`src/rtl/ps2_key_event.sv`:
```
// PS/2 frame receiver and scan-code decoder: 11-bit frames -> key events, held levels and flap pulse.
// Optional odd-parity checking is enabled by defining PS2_PARITY_CHECK_EN.
module ps2_key_event #(
  parameter int unsigned TIMEOUT_CYCLES = 25000
) (
  input  logic       clk_25,
  input  logic       rst,
  input  logic       ps2c_f,
  input  logic       ps2d_f,
  output logic [7:0] key_code,
  output logic       key_ext,
  output logic       key_break,
  output logic       key_valid,
  output logic       frame_err,
  output logic       space_held,
  output logic       up_held,
  output logic       flap_pulse
);

  localparam int unsigned TO_W    = (TIMEOUT_CYCLES > 2) ? $clog2(TIMEOUT_CYCLES) : 1;
  localparam int unsigned BIT_W   = 4;
  localparam int unsigned FRAME_W = 11;
  localparam logic [TO_W-1:0] TO_LAST = TO_W'(TIMEOUT_CYCLES - 1);

  localparam logic [7:0] CODE_EXT   = 8'hE0;
  localparam logic [7:0] CODE_BRK   = 8'hF0;
  localparam logic [7:0] CODE_SPACE = 8'h29;
  localparam logic [7:0] CODE_UP    = 8'h75;

`ifdef PS2_PARITY_CHECK_EN
  localparam bit PARITY_EN = 1'b1;
`else
  localparam bit PARITY_EN = 1'b0;
`endif

  typedef enum logic [1:0] {
    IDLE  = 2'd0,
    RECV  = 2'd1,
    CHECK = 2'd2
  } state_t;

  state_t             state;
  logic               ps2c_d;
  logic [BIT_W-1:0]   bit_cnt;
  logic [FRAME_W-1:0] frame;
  logic [TO_W-1:0]    to_cnt;
  logic               ext_pend;
  logic               brk_pend;

  logic       ps2c_fall;
  logic       parity_ok;
  logic       frame_good;
  logic [7:0] rx_byte;
  logic       is_space;
  logic       is_up;

  // Frame layout after 11 LSB-first shifts: [0] start, [8:1] data, [9] parity, [10] stop.
  assign ps2c_fall  = ps2c_d & ~ps2c_f;
  assign rx_byte    = frame[8:1];
  assign parity_ok  = ^frame[9:1];
  assign frame_good = ~frame[0] & frame[10] & (parity_ok | ~PARITY_EN);
  assign is_space   = ~ext_pend & (rx_byte == CODE_SPACE);
  assign is_up      =  ext_pend & (rx_byte == CODE_UP);

  always_ff @(posedge clk_25) begin
    if (rst) begin
      state      <= IDLE;
      ps2c_d     <= 1'b0;
      bit_cnt    <= '0;
      frame      <= '0;
      to_cnt     <= '0;
      ext_pend   <= 1'b0;
      brk_pend   <= 1'b0;
      key_code   <= '0;
      key_ext    <= 1'b0;
      key_break  <= 1'b0;
      key_valid  <= 1'b0;
      frame_err  <= 1'b0;
      space_held <= 1'b0;
      up_held    <= 1'b0;
      flap_pulse <= 1'b0;
    end else begin
      ps2c_d     <= ps2c_f;
      key_valid  <= 1'b0;
      frame_err  <= 1'b0;
      flap_pulse <= 1'b0;

      case (state)
        IDLE: begin
          if (ps2c_fall && !ps2d_f) begin
            state   <= RECV;
            frame   <= {ps2d_f, frame[FRAME_W-1:1]};
            bit_cnt <= BIT_W'(1);
            to_cnt  <= '0;
          end
        end

        RECV: begin
          if (ps2c_fall) begin
            frame   <= {ps2d_f, frame[FRAME_W-1:1]};
            bit_cnt <= bit_cnt + BIT_W'(1);
            to_cnt  <= '0;
            if (bit_cnt == BIT_W'(FRAME_W - 1)) state <= CHECK;
          end else if (to_cnt == TO_LAST) begin
            // Stalled partial frame is dropped silently.
            state <= IDLE;
          end else begin
            to_cnt <= to_cnt + TO_W'(1);
          end
        end

        CHECK: begin
          state <= IDLE;
          if (!frame_good) begin
            frame_err <= 1'b1;
            ext_pend  <= 1'b0;
            brk_pend  <= 1'b0;
          end else if (rx_byte == CODE_EXT) begin
            ext_pend <= 1'b1;
          end else if (rx_byte == CODE_BRK) begin
            brk_pend <= 1'b1;
          end else begin
            key_code  <= rx_byte;
            key_ext   <= ext_pend;
            key_break <= brk_pend;
            key_valid <= 1'b1;
            ext_pend  <= 1'b0;
            brk_pend  <= 1'b0;
            // Flap only on the first make, so typematic repeats stay silent.
            if (is_space) begin
              space_held <= ~brk_pend;
              if (!brk_pend && !space_held) flap_pulse <= 1'b1;
            end
            if (is_up) begin
              up_held <= ~brk_pend;
              if (!brk_pend && !up_held) flap_pulse <= 1'b1;
            end
          end
        end

        default: state <= IDLE;
      endcase
    end
  end

endmodule

```
`config.mk`:
```
export PLATFORM = sky130hd
export DESIGN_NAME = ps2_key_event
export DESIGN_NICKNAME = d
export VERILOG_FILES = /design/src/rtl/ps2_key_event.sv
export SDC_FILE = /design/constraint.sdc
export NUM_CORES = 1
export LEC_CHECK = 0
export ABC_AREA = 1
export BUFFER_PORTS_ARGS = -buffer_cell sky130_fd_sc_hd__buf_2
export CORE_MARGIN = 2
export CORE_UTILIZATION = 59
export CTS_CLUSTER_SIZE = 24
export DETAILED_ROUTE_END_ITERATION = 8
export GPL_ROUTABILITY_DRIVEN = 0
export PLACE_DENSITY = 0.9
export SLEW_MARGIN = 20
export SYNTH_ARGS = -nofsm -noshare
export SYNTH_HDL_FRONTEND = slang
export SYNTH_SLANG_ARGS = --single-unit
```
`constraint.sdc`:
```
create_clock -name clk_25 -period 1.9 [get_ports clk_25]
set_clock_uncertainty 0.1 [all_clocks]
set_input_delay 0.19 -clock clk_25 [delete_from_list [all_inputs] [get_ports clk_25]]
set_output_delay 0.19 -clock clk_25 [all_outputs]
set_load 0.01 [all_outputs]
```
==> results of run 1 <==
cell usage in the layout, fill, tap and decap left out:
cell and count:
nor3_4 1, o21bai_1 1, or2_2 3, a21oi_1 23, a31oi_1 1, inv_6 1
clkinvlp_4 1, nand4_1 8, o21ai_1 16, nand2_2 10, nand3_4 1, a21oi_4 1
clkinv_1 1, nor2_2 1, clkbuf_8 6, nor3_1 5, nor2_4 3, buf_2 18
dfxtp_1 50, inv_1 45, a21oi_2 7, nor2_1 60, nand2_1 75, dlygate4sd3_1 1
inv_2 2, buf_4 5, o21ai_0 6, nand3b_1 1, nor2_8 1, a21boi_0 1
or2_1 1, ha_1 3, nand3_1 25, nand2_4 2
cell families after synthesis:
logic type,synth area share (%)
AND/OR/NAND/NOR,36.1
flip-flops,39.6
AO/OA/AOI/OAI,12.8
buffers and inverters,9.99
adder cells (fa/ha/maj),1.48
flip-flops by register name, indices dropped and copies added, names as in the netlist:
signal,cells
ext_pend,1
frame,11
flap_pulse,1
state,2
to_cnt,15
bit_cnt,4
key_ext,1
frame_err,1
ps2c_d,1
space_held,1
key_break,1
key_code,8
brk_pend,1
up_held,1
key_valid,1
power groups by stage:
stage,Combinational [mW],Sequential (mW),Clock (mW)
CTS,0.121,1.08,0.685
detailed placement,0.119,1.11,0
global placement,0.114,1.10,0
finish,0.122,1.08,0.669
global route,0.137,1.08,0.723
floorplan,0.0983,1.10,0
metal layers:
metal	share of wire (%)	vias to the layer above
met5	0	-
met4	1.9	0
met3	5.1	9
met2	48	58
met1	45	1017
li1	-	1197
metrics by stage:
stage	total power, mW	area [sq um]	utilization [%]
final	1.87	2760	68.0
after global routing	1.94	2760	68.0
after CTS	1.89	2760	67.9
after detailed placement	1.22	2650	65.2
after global placement	1.22	2650	65.2
after floorplan	1.20	2530	-
how the worst max path moves through the flow:
stage | slack (ps) | from | end | depth (start not counted)
2_1_floorplan | 430 | to_cnt[0] | to_cnt[3] | 8
3_3_place_gp | 250 | ps2c_d | bit_cnt[2] | 9
3_5_place_dp | 150 | ps2c_d | frame[9] | 8
4_1_cts | 120 | ps2c_d | frame[9] | 8
5_1_grt | 50 | to_cnt[0] | to_cnt[14] | 9
6_report | 210 | to_cnt[0] | to_cnt[14] | 9
worst max-delay path, delay by kind of cell (launching register included):
kind                       cells  cell delay, ps
buffers and inverters          1             130
DFF                            1             380
and+or+nand+nor                6             700
AOI/OAI and AO/OA              1             120
adders and majority gates      1             200
layout make-up:
| cell class | instances | area share, % |
|---|---|---|
| Clock inverter | 2 | 0.589 |
| Timing Repair Buffer | 24 | 4.99 |
| Inverter | 48 | 6.53 |
| Sequential cell | 50 | 36.3 |
| Tap cell | 50 | 2.27 |
| Multi-Input combinational cell | 256 | 46.4 |
| Clock buffer | 6 | 2.99 |
repair_timing:
action,in CTS,in global routing
endpoints found under the hold margin,1,0
hold buffers,1,0
endpoints found under the setup margin,0,1
resized for setup,0,1
==> out/qor.txt, run 1 <==
PWR
------------------------------------------------------------------------------
Leakage dissipation                                                    1.15 nW
Sequential Power Share                                                   57.7%
Areal power density over the cells                                 678 nW/um^2
Part of the power in the clock network                                   35.7%
Highest ir drop seen on vdd                                             433 uV
Switching component of the power                                      0.472 mW
Pint                                                                   1.40 mW
Combinational cell fraction of total power                                6.5%
Switching Share                                                          25.2%

SETUP PATH
------------------------------------------------------------------------------
Cell mode on critical path                                             nand2_1
Worst flop-to-flop path endpoint                                    to_cnt[14]
Critical path launch point type                                      flip-flop
Worst R2R Setup Slack                                                   210 ps
Worst r2r path cells                                                         9
Arrival time reported for the critical path endpoint                   1830 ps
List of cells traversed by the critical path                      ha_1 > nand3_1 > nor2_1 > nand2_1 > inv_1 > nand2_1 > nand2_1 > nand3_1 > a21oi_1
Category of the critical setup timing path                          reg -> reg
CP Data Required Time                                                  2050 ps
Critical path's slowest cell                                           dfxtp_1
Slowest stage delay, CP                                                 380 ps
Largest fanout on the critical path                                          4
Worst flop-to-flop path startpoint                                   to_cnt[0]
CP endpoint kind                                                     flip-flop

PLACE
------------------------------------------------------------------------------
Post-DP HPWL                                                           3780 um
Quantity of I/O buffers inserted on ports                                   18
Instance count after placement with tap cells included                     427
Pre-CTS setup slack                                                     147 ps

LOGIC SYNTHESIS
------------------------------------------------------------------------------
Flip-flop cell with the highest count after synthesis                  dfxtp_1
Post-synth cell types                                                       34
Number of flip-flops and latches in the synthesized netlist                 50
Most frequent cell after synthesis                                     nand2_1
Net count after synthesis                                                  370
Post-synthesis instance total                                              363
Leading cell types by count after synthesis                       nand2_1 (75), nor2_1 (60), dfxtp_1 (50), inv_1 (45), nand3_1 (25)
Number of enable-type register cells in the synthesized netlist              0
Sequential-to-total area share from yosys stat                           39.6%
Yosys top cell area share                                                39.6%
Netlist area before placement                                       2530 sq um
Biggest area contributors in the synthesized netlist              dfxtp_1 (40%), nand2_1 (11%), nor2_1 (8.9%)
Post-Syn Area per Cell                                              6.97 sq um
Async SR Flop Fraction                                                      0%
Warnings, synthesis                                                          0
Area leader, netlist                                                   dfxtp_1

TIMING
------------------------------------------------------------------------------
Hold violation count in the final report                                     0
Final setup vio count                                                        0
Total count of max-transition violations in the final report                 0
Final period demand of the worst path                                  1690 ps
Sum Neg Setup Slack                                                       0 ps
Transition time of the tightest slew-check pin                          338 ps
Setup slack after layout                                                214 ps
Maximum clock frequency                                                593 MHz
Post-Route Hold Slack                                                  27.9 ps
RSZ-0062 raised after global routing                                        no
Slew margin rel.                                                         77.3%
Post-route clock period utilization                                      88.8%

GRT
------------------------------------------------------------------------------
Global-route layer with the greatest usage                                met2
Overall global routing resource usage                                    22.5%
First-pass GRT wire length                                             8900 um
Initial antenna violation count                                              0
Via count of the first global-routing pass                                2162
Global Route met2 Usage                                                  37.0%
Residual overflow from global routing                                        0
Global routing usage on met3                                             5.09%
Met1 Usage GRT                                                           27.2%
Maximum number of pins on one net before global-route repair                28

FLOORPLANNING
------------------------------------------------------------------------------
Placement row count                                                         23
Standard cell core area                                             4060 sq um
I/O pins                                                                    19
Initial core utilization                                                 62.3%
Die Ht                                                                 69.5 um
Width of the chip                                                      69.5 um
Die ar.                                                             4830 sq um

ROUTING
------------------------------------------------------------------------------
Routed length per instance                                             11.8 um
Aggregate routed wire length                                           5160 um
1st-pass router iterations                                                   4
Detailed-route vias per instance                                          5.23
Vias                                                                      2281
Post-detailed-route count of antenna-violating nets                          0
Post-route DRC violation count                                               0
Number of DRC violations after detailed-routing iteration 0                179

LAYOUT
------------------------------------------------------------------------------
FF/Latch Area                                                       1000 sq um
Number of inserted filler cells in the final layout                        343
Layout-stage area growth over the synthesis result                       9.15%
Post-layout net count                                                      392
Fraction of layout cells with a size suffix above 1                      16.3%
Final cell count without fillers                                           436
Footprint of the multi-input gates                                  1280 sq um
Diode insertion count for antenna repair                                     0

CLOCK TREE
------------------------------------------------------------------------------
Clock root buffer                                                     clkbuf_8
Level count of the clock H-tree                                              2
Clock-pin slew on the worst setup and hold paths                         90 ps
Post CTS Setup Buffer Count                                                  0
Clock Tree Buf Depth                                                         2
Number of buffers inserted during clock tree synthesis                       5
CTS tree                                                                 built
Clock latency reported for the late side of the worst-skew pair         310 ps
TritonCTS sink count                                                        50

WORST HOLD PATH
------------------------------------------------------------------------------
Worst hold stages                                                            3
Sink of the worst hold path                                          frame[10]
Min-Delay Path Class                                                 in -> reg
Min-Delay Startpoint                                                    ps2d_f

OUTCOME
------------------------------------------------------------------------------
Outcome                                                              completed

RUN
------------------------------------------------------------------------------
Max-cap viol count                                                           0

Power figures use the tool's default switching activity.
==> run 2: changes to the inputs <==
ABC_AREA = 0   (was 1)
CTS_BUF_LIST = sky130_fd_sc_hd__clkbuf_16   (was not set)
PLACE_DENSITY = 0.91   (was 0.9)
==> out/qor.txt, run 2 <==
GRT
------------------------------------------------------------------------------
Overall global routing resource usage                                    28.5%   +6.0 points
Residual overflow from global routing                                        0   unchanged
First-pass GRT wire length                                             9680 um   +8.8%
Maximum number of pins on one net before global-route repair                25   -11%
Via count of the first global-routing pass                                2040   -5.6%
Initial antenna violation count                                              0   unchanged

TIMING
------------------------------------------------------------------------------
Sum Neg Setup Slack                                                       0 ps   unchanged
Hold violation count in the final report                                     0   unchanged
Maximum clock frequency                                                543 MHz   -8.5%
Total count of max-transition violations in the final report                 0   unchanged
Transition time of the tightest slew-check pin                          716 ps   +378 ps
Final setup vio count                                                        0   unchanged
Post-route clock period utilization                                      97.0%   +8.2 points
Final period demand of the worst path                                  1840 ps   +156 ps
Slew margin rel.                                                         52.2%   -25 points
RSZ-0062 raised after global routing                                        no

ROUTING
------------------------------------------------------------------------------
Aggregate routed wire length                                           5780 um   +12%
Post-route DRC violation count                                               0   unchanged
Routed length per instance                                             17.5 um   +48%
Vias                                                                      2112   -7.4%
Number of DRC violations after detailed-routing iteration 0                279   +56%
Detailed-route vias per instance                                          6.40   +22%
Post-detailed-route count of antenna-violating nets                          0   unchanged
1st-pass router iterations                                                   4   unchanged

CLOCK TREE
------------------------------------------------------------------------------
Clock latency reported for the late side of the worst-skew pair         290 ps   -20 ps
CTS tree                                                                 built
Level count of the clock H-tree                                              2   unchanged
Clock root buffer                                                    clkbuf_16
Clock-pin slew on the worst setup and hold paths                         70 ps   -20 ps
Clock Tree Buf Depth                                                         2   unchanged
Number of buffers inserted during clock tree synthesis                       5   unchanged
TritonCTS sink count                                                        50   unchanged

LOGIC SYNTHESIS
------------------------------------------------------------------------------
Biggest area contributors in the synthesized netlist              dfxtp_1 (42%), mux2i_1 (10%), nor2_1 (4.3%)
Leading cell types by count after synthesis                       dfxtp_1 (50), nor2_1 (27), mux2i_1 (24), nand2_1 (14), nand3_1 (14)
Async SR Flop Fraction                                                      0%   unchanged
Area leader, netlist                                                   dfxtp_1
Flip-flop cell with the highest count after synthesis                  dfxtp_1
Number of flip-flops and latches in the synthesized netlist                 50   unchanged
Netlist area before placement                                       2360 sq um   -6.7%
Number of enable-type register cells in the synthesized netlist              0   unchanged
Sequential-to-total area share from yosys stat                           42.4%   +2.9 points
Post-synthesis instance total                                              254   -30%
Post-Syn Area per Cell                                              9.29 sq um   +33%
Yosys top cell area share                                                42.4%   +2.9 points
Net count after synthesis                                                  261   -29%
Most frequent cell after synthesis                                     dfxtp_1
Warnings, synthesis                                                          0   unchanged
Post-synth cell types                                                       55   +62%

WORST HOLD PATH
------------------------------------------------------------------------------
Min-Delay Startpoint                                                    ps2c_f
Min-Delay Path Class                                                 in -> reg

SETUP PATH
------------------------------------------------------------------------------
Largest fanout on the critical path                                          8   +4
CP Data Required Time                                                  2010 ps   -40 ps
Worst flop-to-flop path startpoint                                    state[0]
CP endpoint kind                                                     flip-flop
Slowest stage delay, CP                                                 520 ps   +140 ps
Number of gates on the worst path with buffers counted                       5   -4
Category of the critical setup timing path                          reg -> reg
Worst setup startpoint                                                state[0]
Critical path's slowest cell                                           dfxtp_1
Worst flop-to-flop path endpoint                                     to_cnt[3]
Worst r2r path cells                                                         5   -4
List of cells traversed by the critical path                      nand2b_1 > nor2_1 > buf_4 > nand4b_1 > a31oi_1
Arrival time reported for the critical path endpoint                   1950 ps   +120 ps
Cell family contributing the most delay on the critical path      simple AND/OR/NAND/NOR gates
Critical path buffer and inverter count                                      1   unchanged
Critical path launch point type                                      flip-flop
Worst R2R Setup Slack                                                    60 ps   -160 ps
Endpoint of the worst setup timing path                              to_cnt[3]

LAYOUT
------------------------------------------------------------------------------
Number of inserted filler cells in the final layout                        258   -25%
Diode insertion count for antenna repair                                     0   unchanged
Final design instance area without fill                             2750 sq um   -0.36%
Post-layout net count                                                      288   -27%
Top library cells by usage in the layout, fill and taps aside     dfxtp_1 (49), nor2_1 (27), mux2i_1 (24)
Largest register by flop count                                          to_cnt
Core utilization of the finished layout                                  73.5%   +5.4 points
Layout-stage area growth over the synthesis result                       16.6%
Leading registers by flop count                                   to_cnt x15, frame x11, key_code x8
Fraction of layout cells with a size suffix above 1                      21.3%   +5.0 points
Most common cell after layout, fill and taps aside                     dfxtp_1
Max FFs per register                                                        15   unchanged
Final cell count without fillers                                           330   -24%

PLACE
------------------------------------------------------------------------------
Quantity of I/O buffers inserted on ports                                   18   unchanged
Instance count after placement with tap cells included                     321   -25%
Post-Place Cell Area                                                2550 sq um   -3.5%
Post-DP HPWL                                                           3880 um   +2.7%

FLOORPLANNING
------------------------------------------------------------------------------
Width of the chip                                                      67.2 um   -3.2%
Placement row count                                                         22   -4.3%
Die Ht                                                                 67.2 um   -3.2%
Die ar.                                                             4520 sq um   -6.3%
Standard cell core area                                             3740 sq um   -7.7%
Initial core utilization                                                 63.0%   +0.68 points
I/O pins                                                                    19   unchanged

PWR
------------------------------------------------------------------------------
Leakage dissipation                                                   0.959 nW   -17%
Areal power density over the cells                                 735 nW/um^2   +8.3%
Final total power                                                      2.02 mW   +7.9%
Highest ir drop seen on vdd                                             588 uV   +36%

RUN
------------------------------------------------------------------------------
Max-cap viol count                                                           0   unchanged

OUTCOME
------------------------------------------------------------------------------
Outcome                                                              completed

[run 2: changes by cell type after synthesis, moves of 4 or more]
cell,delta
clkbuf_1,+4
nand2_1,-61
and4_1,+4
nor4_1,+4
nand2_2,-11
a21oi_2,-7
inv_1,-35
a21oi_1,-13
nor2b_1,+7
nor2_1,-33
nand3_1,-11
o21ai_1,-16
mux2i_1,+24
[run 2: final cells by class]
| cell class | instances | area (sq um) | area share (%) |
|---|---|---|---|
| Clock inverter | 3 | 20.0 | 0.728 |
| Tap cell | 48 | 60.1 | 2.18 |
| Multi-Input combinational cell | 180 | 1270 | 46.3 |
| Sequential cell | 50 | 1000 | 36.4 |
| Clock buffer | 5 | 125 | 4.55 |
| Inverter | 11 | 41.3 | 1.50 |
| Timing Repair Buffer | 33 | 228 | 8.28 |
[run 2: layer usage]
layer	routed length [um]	up-vias	track usage (%)
li1	-	981	-
met1	2290	1023	33.7
met2	3060	91	51.7
met3	311	17	5.17
met4	128	0	9.69
met5	0	-	0
[run 2: metrics by stage]
stage	setup slack (ps)	hold slack, ps
after detailed placement	56.3	355
after floorplan	234	218
after global placement	174	344
after global routing	4.28	73.9
after CTS	31.2	61.7
final	57.3	60.4
[run 2: worst min path at each step]
| stage | to | depth (start not counted) | slack, ps |
|---|---|---|---|
| floorplan | ps2c_d | 1 | 220 |
| global placement | ps2c_d | 2 | 340 |
| detailed placement | ps2c_d | 2 | 350 |
| CTS | ps2c_d | 2 | 60 |
| global route | ps2c_d | 2 | 70 |
| finish | ps2c_d | 2 | 60 |
[run 2: cell families after synthesis]
kind of cell	share of synthesized area, %
flip-flops	42.4
buffers and inverters	4.83
AO/OA/AOI/OAI	14.0
adder cells (fa/ha/maj)	1.59
multiplexers	10.2
XOR/XNOR	0.371
AND/OR/NAND/NOR	26.6
[run 2: timing repair]
item,CTS,global route
hold endpoints to repair,0,0
resized for setup,0,7
endpoints found under the setup margin,0,22
hold buffers,0,0
buffers inserted,0,1
[run 2: report_power, final]
part / internal (mW) / switching, mW / total, mW
Sequential: 1.05 / 0.00518 / 1.06
Combinational: 0.0302 / 0.0553 / 0.0855
Clock: 0.488 / 0.391 / 0.879
[run 2: worst register-to-register path: stages (launching register included)]
cell      delay, ps
dfxtp_1         520
nand2b_1        270
nor2_1          380
buf_4           230
nand4b_1        120
a31oi_1         150
